### src/rtl/elevator_pkg.sv
// Shared types and scan-search helpers for the elevator scheduler.
// Latency: pure combinational functions, no state.
// Backpressure: none; helpers are evaluated every cycle by their callers.
package elevator_pkg;

    // Upper bound on served floors; search helpers operate on this width.
    localparam int MAX_FLOORS = 16;
    // Dwell counter width, enough for DWELL_CYCLES up to 255.
    localparam int DWELL_W    = 8;

    typedef enum logic [1:0] {
        IDLE,
        DECIDE,
        MOVE,
        DOOR
    } state_t;

    // Result of a scan search: whether a call was found and at which floor.
    typedef struct packed {
        logic       found;
        logic [3:0] idx;
    } scan_t;

    // Floor index width; a one-floor build still needs one bit.
    function automatic int floor_w(input int n);
        return (n < 2) ? 1 : $clog2(n);
    endfunction

    // Lowest pending floor strictly above 'floor' (pass -1 for "lowest overall").
    function automatic scan_t next_above(input logic [MAX_FLOORS-1:0] pend, input int floor);
        scan_t r;
        r = '0;
        for (int i = MAX_FLOORS - 1; i >= 0; i--) begin
            if (pend[i] && (i > floor)) begin
                r.found = 1'b1;
                r.idx   = 4'(i);
            end
        end
        return r;
    endfunction

    // Highest pending floor strictly below 'floor'.
    function automatic scan_t next_below(input logic [MAX_FLOORS-1:0] pend, input int floor);
        scan_t r;
        r = '0;
        for (int i = 0; i < MAX_FLOORS; i++) begin
            if (pend[i] && (i < floor)) begin
                r.found = 1'b1;
                r.idx   = 4'(i);
            end
        end
        return r;
    endfunction

endpackage

### src/rtl/elevator_scheduler_if.sv
// Signal bundle between the button/LED front end, movement controller and scheduler.
// Latency: wires only.
// Backpressure: none; the movement controller paces the scheduler through arrived.
interface elevator_scheduler_if
    import elevator_pkg::*;
#(
    parameter int NUM_FLOORS = 3,
    parameter int FLOOR_W    = floor_w(NUM_FLOORS)
);
    logic [NUM_FLOORS-1:0] req;
    logic [FLOOR_W-1:0]    cur_floor;
    logic                  arrived;
    logic [NUM_FLOORS-1:0] pending;
    logic [FLOOR_W-1:0]    target_floor;
    logic                  move_req;
    logic                  dir_up;
    logic                  door_open;

    // Environment side: buttons and movement controller.
    modport master (
        output req, cur_floor, arrived,
        input  pending, target_floor, move_req, dir_up, door_open
    );

    // Scheduler side.
    modport slave (
        input  req, cur_floor, arrived,
        output pending, target_floor, move_req, dir_up, door_open
    );
endinterface

### src/rtl/elevator_scheduler_dwell_timer.sv
// Door dwell timer: load/reload to DWELL_CYCLES-1, count down, flag zero.
// Latency: done_o reflects the registered count, one edge after load/decrement.
// Backpressure: load_i overrides dec_i, so a held door restarts the full dwell.
module dwell_timer
    import elevator_pkg::*;
#(
    parameter int DWELL_CYCLES = 4
) (
    input  logic clk,
    input  logic rst_n,
    input  logic load_i,
    input  logic dec_i,
    output logic done_o
);
    logic [DWELL_W-1:0] cnt_q;
    logic [DWELL_W-1:0] cnt_d;

    // Next count: reload has priority; decrement saturates at zero.
    always_comb begin
        cnt_d = cnt_q;
        if (load_i) begin
            cnt_d = DWELL_W'(DWELL_CYCLES - 1);
        end else if (dec_i && (cnt_q != '0)) begin
            cnt_d = cnt_q - DWELL_W'(1);
        end
    end

    // Count register.
    always_ff @(posedge clk or negedge rst_n) begin
        if (!rst_n) begin
            cnt_q <= '0;
        end else begin
            cnt_q <= cnt_d;
        end
    end

    assign done_o = (cnt_q == '0);

endmodule

### src/rtl/elevator_scheduler.sv
// SCAN car-call scheduler: latches calls, picks next target, sequences move/door phases.
// Latency: call sampled at E0 with car idle elsewhere -> move_req high after E2.
// Backpressure: waits on arrived at target; door press at current floor extends dwell.
module elevator_scheduler
    import elevator_pkg::*;
#(
    parameter  int NUM_FLOORS   = 3,
    parameter  int DWELL_CYCLES = 4,
    localparam int FLOOR_W      = floor_w(NUM_FLOORS)
) (
    input  logic                 clk,
    input  logic                 rst_n,
    elevator_scheduler_if.slave  bus
);
    state_t                 state_q;
    logic [NUM_FLOORS-1:0]  pending_q;
    logic [NUM_FLOORS-1:0]  pending_d;
    logic [FLOOR_W-1:0]     target_q;
    logic                   move_req_q;
    logic                   dir_up_q;
    logic                   door_open_q;

    logic [NUM_FLOORS-1:0]  cur_oh;
    logic [NUM_FLOORS-1:0]  tgt_oh;
    logic [MAX_FLOORS-1:0]  pend_ext;
    int                     cur_int;
    logic                   cur_valid;
    logic                   pend_here;
    logic                   req_here;
    logic                   hold;
    logic                   at_target;
    logic                   enter_door;
    logic                   dwell_done;
    scan_t                  above;
    scan_t                  below;
    scan_t                  lowest;

    logic                   dec_found;
    logic [3:0]             dec_idx;
    logic                   dec_up;
    logic                   rt_vld;
    logic [3:0]             rt_idx;

    // Out-of-range cur_floor shifts the one-hot to zero, so it matches no floor.
    assign cur_oh    = NUM_FLOORS'(1) << bus.cur_floor;
    assign tgt_oh    = NUM_FLOORS'(1) << target_q;
    assign pend_ext  = MAX_FLOORS'(pending_q);
    assign cur_int   = int'(bus.cur_floor);
    assign cur_valid = (cur_int < NUM_FLOORS);
    assign pend_here = |(pending_q & cur_oh);
    assign req_here  = |(bus.req & cur_oh);
    assign hold      = (state_q == DOOR) && req_here;
    assign at_target = bus.arrived && (bus.cur_floor == target_q);
    assign enter_door = ((state_q == IDLE) && pend_here) || ((state_q == MOVE) && at_target);

    assign above  = next_above(pend_ext, cur_int);
    assign below  = next_below(pend_ext, cur_int);
    assign lowest = next_above(pend_ext, -1);

    // Call latch: new presses set, service clears (clear wins), door-hold presses are swallowed.
    always_comb begin
        logic [NUM_FLOORS-1:0] set_mask;
        logic [NUM_FLOORS-1:0] clr_mask;
        set_mask = bus.req & ~(hold ? cur_oh : '0);
        clr_mask = '0;
        if ((state_q == IDLE) && pend_here) begin
            clr_mask = cur_oh;
        end else if ((state_q == MOVE) && at_target) begin
            clr_mask = tgt_oh;
        end
        pending_d = (pending_q | set_mask) & ~clr_mask;
    end

    // SCAN choice: continue in the current direction, else reverse; unknown floor falls to lowest call.
    always_comb begin
        dec_found = 1'b0;
        dec_idx   = '0;
        dec_up    = dir_up_q;
        if (!cur_valid) begin
            dec_found = lowest.found;
            dec_idx   = lowest.idx;
            dec_up    = 1'b0;
        end else if (dir_up_q) begin
            if (above.found) begin
                dec_found = 1'b1;
                dec_idx   = above.idx;
            end else if (below.found) begin
                dec_found = 1'b1;
                dec_idx   = below.idx;
                dec_up    = 1'b0;
            end
        end else begin
            if (below.found) begin
                dec_found = 1'b1;
                dec_idx   = below.idx;
            end else if (above.found) begin
                dec_found = 1'b1;
                dec_idx   = above.idx;
                dec_up    = 1'b1;
            end
        end
    end

    // Re-target while moving: nearest call strictly between the car and its target.
    always_comb begin
        if (dir_up_q) begin
            rt_vld = above.found && (int'(above.idx) < int'(target_q));
            rt_idx = above.idx;
        end else begin
            rt_vld = below.found && (int'(below.idx) > int'(target_q));
            rt_idx = below.idx;
        end
    end

    // Outstanding-call register.
    always_ff @(posedge clk or negedge rst_n) begin
        if (!rst_n) begin
            pending_q <= '0;
        end else begin
            pending_q <= pending_d;
        end
    end

    // Phase sequencer with registered target, direction, move and door outputs.
    always_ff @(posedge clk or negedge rst_n) begin
        if (!rst_n) begin
            state_q     <= IDLE;
            target_q    <= '0;
            move_req_q  <= 1'b0;
            dir_up_q    <= 1'b1;
            door_open_q <= 1'b0;
        end else begin
            case (state_q)
                IDLE: begin
                    if (pend_here) begin
                        state_q     <= DOOR;
                        door_open_q <= 1'b1;
                    end else if (|pending_q) begin
                        state_q <= DECIDE;
                    end
                end
                DECIDE: begin
                    if (dec_found) begin
                        state_q    <= MOVE;
                        target_q   <= FLOOR_W'(dec_idx);
                        dir_up_q   <= dec_up;
                        move_req_q <= 1'b1;
                    end else begin
                        state_q <= IDLE;
                    end
                end
                MOVE: begin
                    if (at_target) begin
                        state_q     <= DOOR;
                        move_req_q  <= 1'b0;
                        door_open_q <= 1'b1;
                    end else if (rt_vld) begin
                        target_q <= FLOOR_W'(rt_idx);
                    end
                end
                DOOR: begin
                    if (!hold && dwell_done) begin
                        state_q     <= (|pending_q) ? DECIDE : IDLE;
                        door_open_q <= 1'b0;
                    end
                end
                default: state_q <= IDLE;
            endcase
        end
    end

    dwell_timer #(
        .DWELL_CYCLES (DWELL_CYCLES)
    ) u_dwell (
        .clk    (clk),
        .rst_n  (rst_n),
        .load_i (enter_door || hold),
        .dec_i  (state_q == DOOR),
        .done_o (dwell_done)
    );

    assign bus.pending      = pending_q;
    assign bus.target_floor = target_q;
    assign bus.move_req     = move_req_q;
    assign bus.dir_up       = dir_up_q;
    assign bus.door_open    = door_open_q;

endmodule

### src/flat_wrapper.sv
// flat-port wrapper written by rule: the top's interface ports become plain ports
module elevator_scheduler_flat import elevator_pkg::*;
#(
    parameter  int NUM_FLOORS   = 3,
    parameter  int DWELL_CYCLES = 4,
    localparam int FLOOR_W      = floor_w(NUM_FLOORS)
)
  (clk, rst_n, bus_req, bus_cur_floor, bus_arrived, bus_pending, bus_target_floor, bus_move_req, bus_dir_up, bus_door_open);
  elevator_scheduler_if #(.NUM_FLOORS(NUM_FLOORS)) bus_i ();
  input  logic clk;
  input  logic rst_n;
  input wire logic [$bits(bus_i.req)-1:0] bus_req;
  input wire logic [$bits(bus_i.cur_floor)-1:0] bus_cur_floor;
  input wire logic [$bits(bus_i.arrived)-1:0] bus_arrived;
  output wire logic [$bits(bus_i.pending)-1:0] bus_pending;
  output wire logic [$bits(bus_i.target_floor)-1:0] bus_target_floor;
  output wire logic [$bits(bus_i.move_req)-1:0] bus_move_req;
  output wire logic [$bits(bus_i.dir_up)-1:0] bus_dir_up;
  output wire logic [$bits(bus_i.door_open)-1:0] bus_door_open;
  assign bus_i.req = bus_req;
  assign bus_i.cur_floor = bus_cur_floor;
  assign bus_i.arrived = bus_arrived;
  assign bus_pending = bus_i.pending;
  assign bus_target_floor = bus_i.target_floor;
  assign bus_move_req = bus_i.move_req;
  assign bus_dir_up = bus_i.dir_up;
  assign bus_door_open = bus_i.door_open;
  elevator_scheduler #(.NUM_FLOORS(NUM_FLOORS), .DWELL_CYCLES(DWELL_CYCLES)) u_core (.clk(clk), .rst_n(rst_n), .bus(bus_i));
endmodule
### config.mk
export PLATFORM = sky130hd
export DESIGN_NAME = elevator_scheduler_flat
export DESIGN_NICKNAME = d
export VERILOG_FILES = /design/src/rtl/elevator_pkg.sv /design/src/rtl/elevator_scheduler_if.sv /design/src/rtl/elevator_scheduler_dwell_timer.sv /design/src/rtl/elevator_scheduler.sv /design/src/flat_wrapper.sv
export SDC_FILE = /design/constraint.sdc
export NUM_CORES = 1
export LEC_CHECK = 0
export BUFFER_PORTS_ARGS = -buffer_cell sky130_fd_sc_hd__buf_2
export CAP_MARGIN = 20
export CORE_ASPECT_RATIO = 0.7
export CORE_MARGIN = 1
export CORE_UTILIZATION = 51
export CTS_CLUSTER_DIAMETER = 80
export DETAILED_ROUTE_END_ITERATION = 8
export PLACE_DENSITY = 0.71
export SLEW_MARGIN = 0
export SYNTH_ARGS = -nofsm -noshare
export SYNTH_HDL_FRONTEND = slang
export SYNTH_SLANG_ARGS = --single-unit
### constraint.sdc
create_clock -name clk -period 5.6 [get_ports clk]
set_input_delay 1.4 -clock clk [delete_from_list [all_inputs] [get_ports clk]]
set_output_delay 1.4 -clock clk [all_outputs]
set_load 0.05 [all_outputs]
==> metrics <==
Die X ~63 µm; Area Overhead vs Synth 9.55%; Synth Cell Area approximately 0.0013 mm²; XOR/XNOR Fraction of Synth Area 5.29%; core area approximately 0.0025 mm²; clk slew on worst S/H paths around 70 ps; post-synthesis compound-gate area fraction a little over a fifth; Cells after Synth about 160; sequential area share after synthesis around a third; Unique masters post-synth 45; Hold Buf Count CTS 0; postcts setup bufs 0; Syn Area/Cell approximately 8.5 µm²; routed vias about 1200; Worst IR Drop VDD around 0.3 mV; cell row count 15; Post-DP HPWL 2140 µm; final hold viol count 0; Crit path arrival time between 3000 and 4000 ps; die area between 0.002 and 0.003 mm²; fin. max-slew vios 0; Worst EP required between 5000 and 6000 ps; skew final 2.29 ps; Final GP Congestion approximately 0.85; largest family of logic cells by synthesized area simple AND/OR/NAND/NOR gates; layout cell share with drive strength beyond 1 between 15 and 20%; leading area contributor after synthesis dfrtp_1; DR pass1 iterations 4; status complete, no violations; hold path endpoint u_core.bus.move_req; TNS Setup 0 ps; flops & latches, synth 18; CTS Buffer Depth 2; min-delay worst type flip-flop to flip-flop; Ports 16; Slowest cell on crit path mux2_2; Post-CTS Resized 0; antenna violations before repair 0; delay-heaviest family, CP simple AND/OR/NAND/NOR gates; Max Clock Freq around 330 MHz; origin of the critical flop-to-flop path u_core.bus.pending[1]; # H-tree levels 1; CTS tree yes; Leak 0.648 nW; Adder-Cell Fraction of Synth Area 4.73%; pin count of the biggest net entering global routing 19; critical path class primary input to flip-flop; I/O Buffers 15; vias per cell about 5.8; PwrDens 551 mW/mm²; Inserted Clock Buffers 3; Worst-Skew Late Latency roughly 250 ps; nets around 180; overall power about 0.0008 W; Final setup viols 0; wirelength, routed roughly 2900 µm; WL per Instance 14.7 µm; total clock sinks 18; hold path startpoint u_core.bus.move_req; post-synthesis mux area share 4.82%; initial core utilization approximately 54%; Yosys warnings 0; first-pass GRT wire length 4580 µm; Detail Route Antenna Nets 0; Tcrit/Tclk final between 50% and 60%; startpoint types primary input; Crit Reg-Reg Endpoint u_core.bus.target_floor[1]; Synth async-reset ratio 100%; synthesized net count roughly 170; Worst Path Max Fanout 16; Max-Cap Viols 0; Tmin final between 3000 and 4000 ps; die height roughly 45 µm; largest cells by area after synthesis dfrtp_1 32%, nor2_1 5.1%, ha_1 4.7%; initial drt markers 100; RSZ-0062 raised after global routing false; worst reg2reg path depth 7; top_reg_cell synth dfrtp_1; CP endpoint kind flip-flop; GRT Residual Overflow 0; CP max stage delay roughly 300 ps; Slew headroom 61.6%; diode count 0; clock root buffer master clkbuf_8; post-synth top area share 32.1%; vias in the first global route about 930; Post-synth EDFFs 0; hold path depth 2; number of remaining DRC errors 0; Simple-Gate Fraction of Synth Area between 20% and 30%; Worst Max-Slew Pin Slew approximately 570 ps; Worst Path Buf+Inv 1; reg2reg setup slack between 3000 and 4000 ps; Global Route Usage Sum between 20% and 30%; worst path cell trace buf_2 > nor2b_1 > nor3_1 > ha_1 > and3b_1 > o31ai_1 > o21ai_0 > mux2_2
## power by group
part           internal, W  switching [W]
logic             0.000175       0.000241
clock network    0.0000625      0.0000462
registers         0.000186      0.0000883
total             0.000424       0.000375
## state kept, by name (all words and copies together), names as in the netlist
| register | count |
|---|---|
| u_core.u_dwell.cnt_q | 8 |
| u_core.bus.pending | 3 |
| u_core.bus.target_floor | 2 |
| u_core.state_q | 2 |
| u_core.bus.dir_up | 1 |
| u_core.bus.door_open | 1 |
| u_core.bus.move_req | 1 |
## stage by stage
| stage | setup WS [ps] | std cells | util [%] | area, µm² | hold WS, ps |
|---|---|---|---|---|---|
| after floorplan | 2350 | 156 | - | 1320 | 483 |
| after global placement | 2380 | 195 | 56.7 | 1400 | 457 |
| after detailed placement | 2300 | 195 | 56.7 | 1400 | 464 |
| after CTS | 2570 | 199 | 59.0 | 1450 | 483 |
| after global routing | 2450 | 199 | 59.0 | 1450 | 516 |
| final | 2560 | 199 | 59.0 | 1450 | 477 |
## placed cells by master (no fill, tap or decap), drive strengths merged, types with 2 or more instances in the layout
master	n
buf	15
xnor2	7
inv	6
nand3	4
mux2	3
o22ai	3
ha	5
o21ai	12
o31ai	2
a21oi	12
o21bai	2
nand2	8
a221oi	2
clkbuf	4
mux2i	3
nor3	7
dfrtp	17
nand2b	5
nor2	18
and3	3
nor2b	6
## synth_stat cells (2+ instances only)
library cell / number
o22ai_1: 3
buf_2: 7
dfrtp_1: 17
nand2b_1: 4
nand3_1: 4
and3_1: 3
o31ai_1: 2
inv_1: 6
mux2_2: 3
clkbuf_1: 3
nand2_1: 8
a221oi_1: 2
xnor2_1: 7
nor2_1: 18
o21ai_0: 11
nor2b_1: 6
mux2i_1: 3
ha_1: 5
a21oi_1: 12
nor3_1: 7
## worst max-delay path by stage
stage	from	endpoint	slack (ps)	cells after the start
final	bus_cur_floor[0]	u_core.bus.target_floor[1]	2560	8
after CTS	bus_cur_floor[0]	u_core.bus.target_floor[1]	2570	8
after global placement	bus_cur_floor[0]	u_core.bus.target_floor[1]	2380	8
after detailed placement	bus_cur_floor[0]	u_core.bus.target_floor[0]	2300	8
after floorplan	bus_cur_floor[0]	u_core.bus.target_floor[0]	2350	9
after global routing	bus_cur_floor[0]	u_core.bus.target_floor[1]	2450	8
## routing by layer
metal	vias up	track usage (%)	share of wire, %
met5	-	0	0
met3	4	4.64	5.2
li1	577	-	-
met4	0	4.19	1.3
met2	40	29.9	42
met1	539	33.5	52
## worst reg2reg max path: stages (launching register included)
cell	delay (ps)
dfrtp_1	580
nor2b_1	320
nor3_1	110
ha_1	300
and3b_1	150
o31ai_1	60
o21ai_0	300
mux2_2	370
## cell families after synthesis
group                    count (synthesis)
flip-flops                              18
AND/OR/NAND/NOR                         60
multiplexers                             6
adder cells (fa/ha/maj)                  5
XOR/XNOR                                 8
AO/OA/AOI/OAI                           43
buffers and inverters                   16
## final cells by class
cell class,count,area (µm²)
multi-input cells,122,803
inverters,6,22.5
flip-flops and latches,18,452
repair buffers,15,75.1
fillers,214,1010
well taps,34,42.5
clock buffers,4,55.1
(Power assumes the default switching activity.)
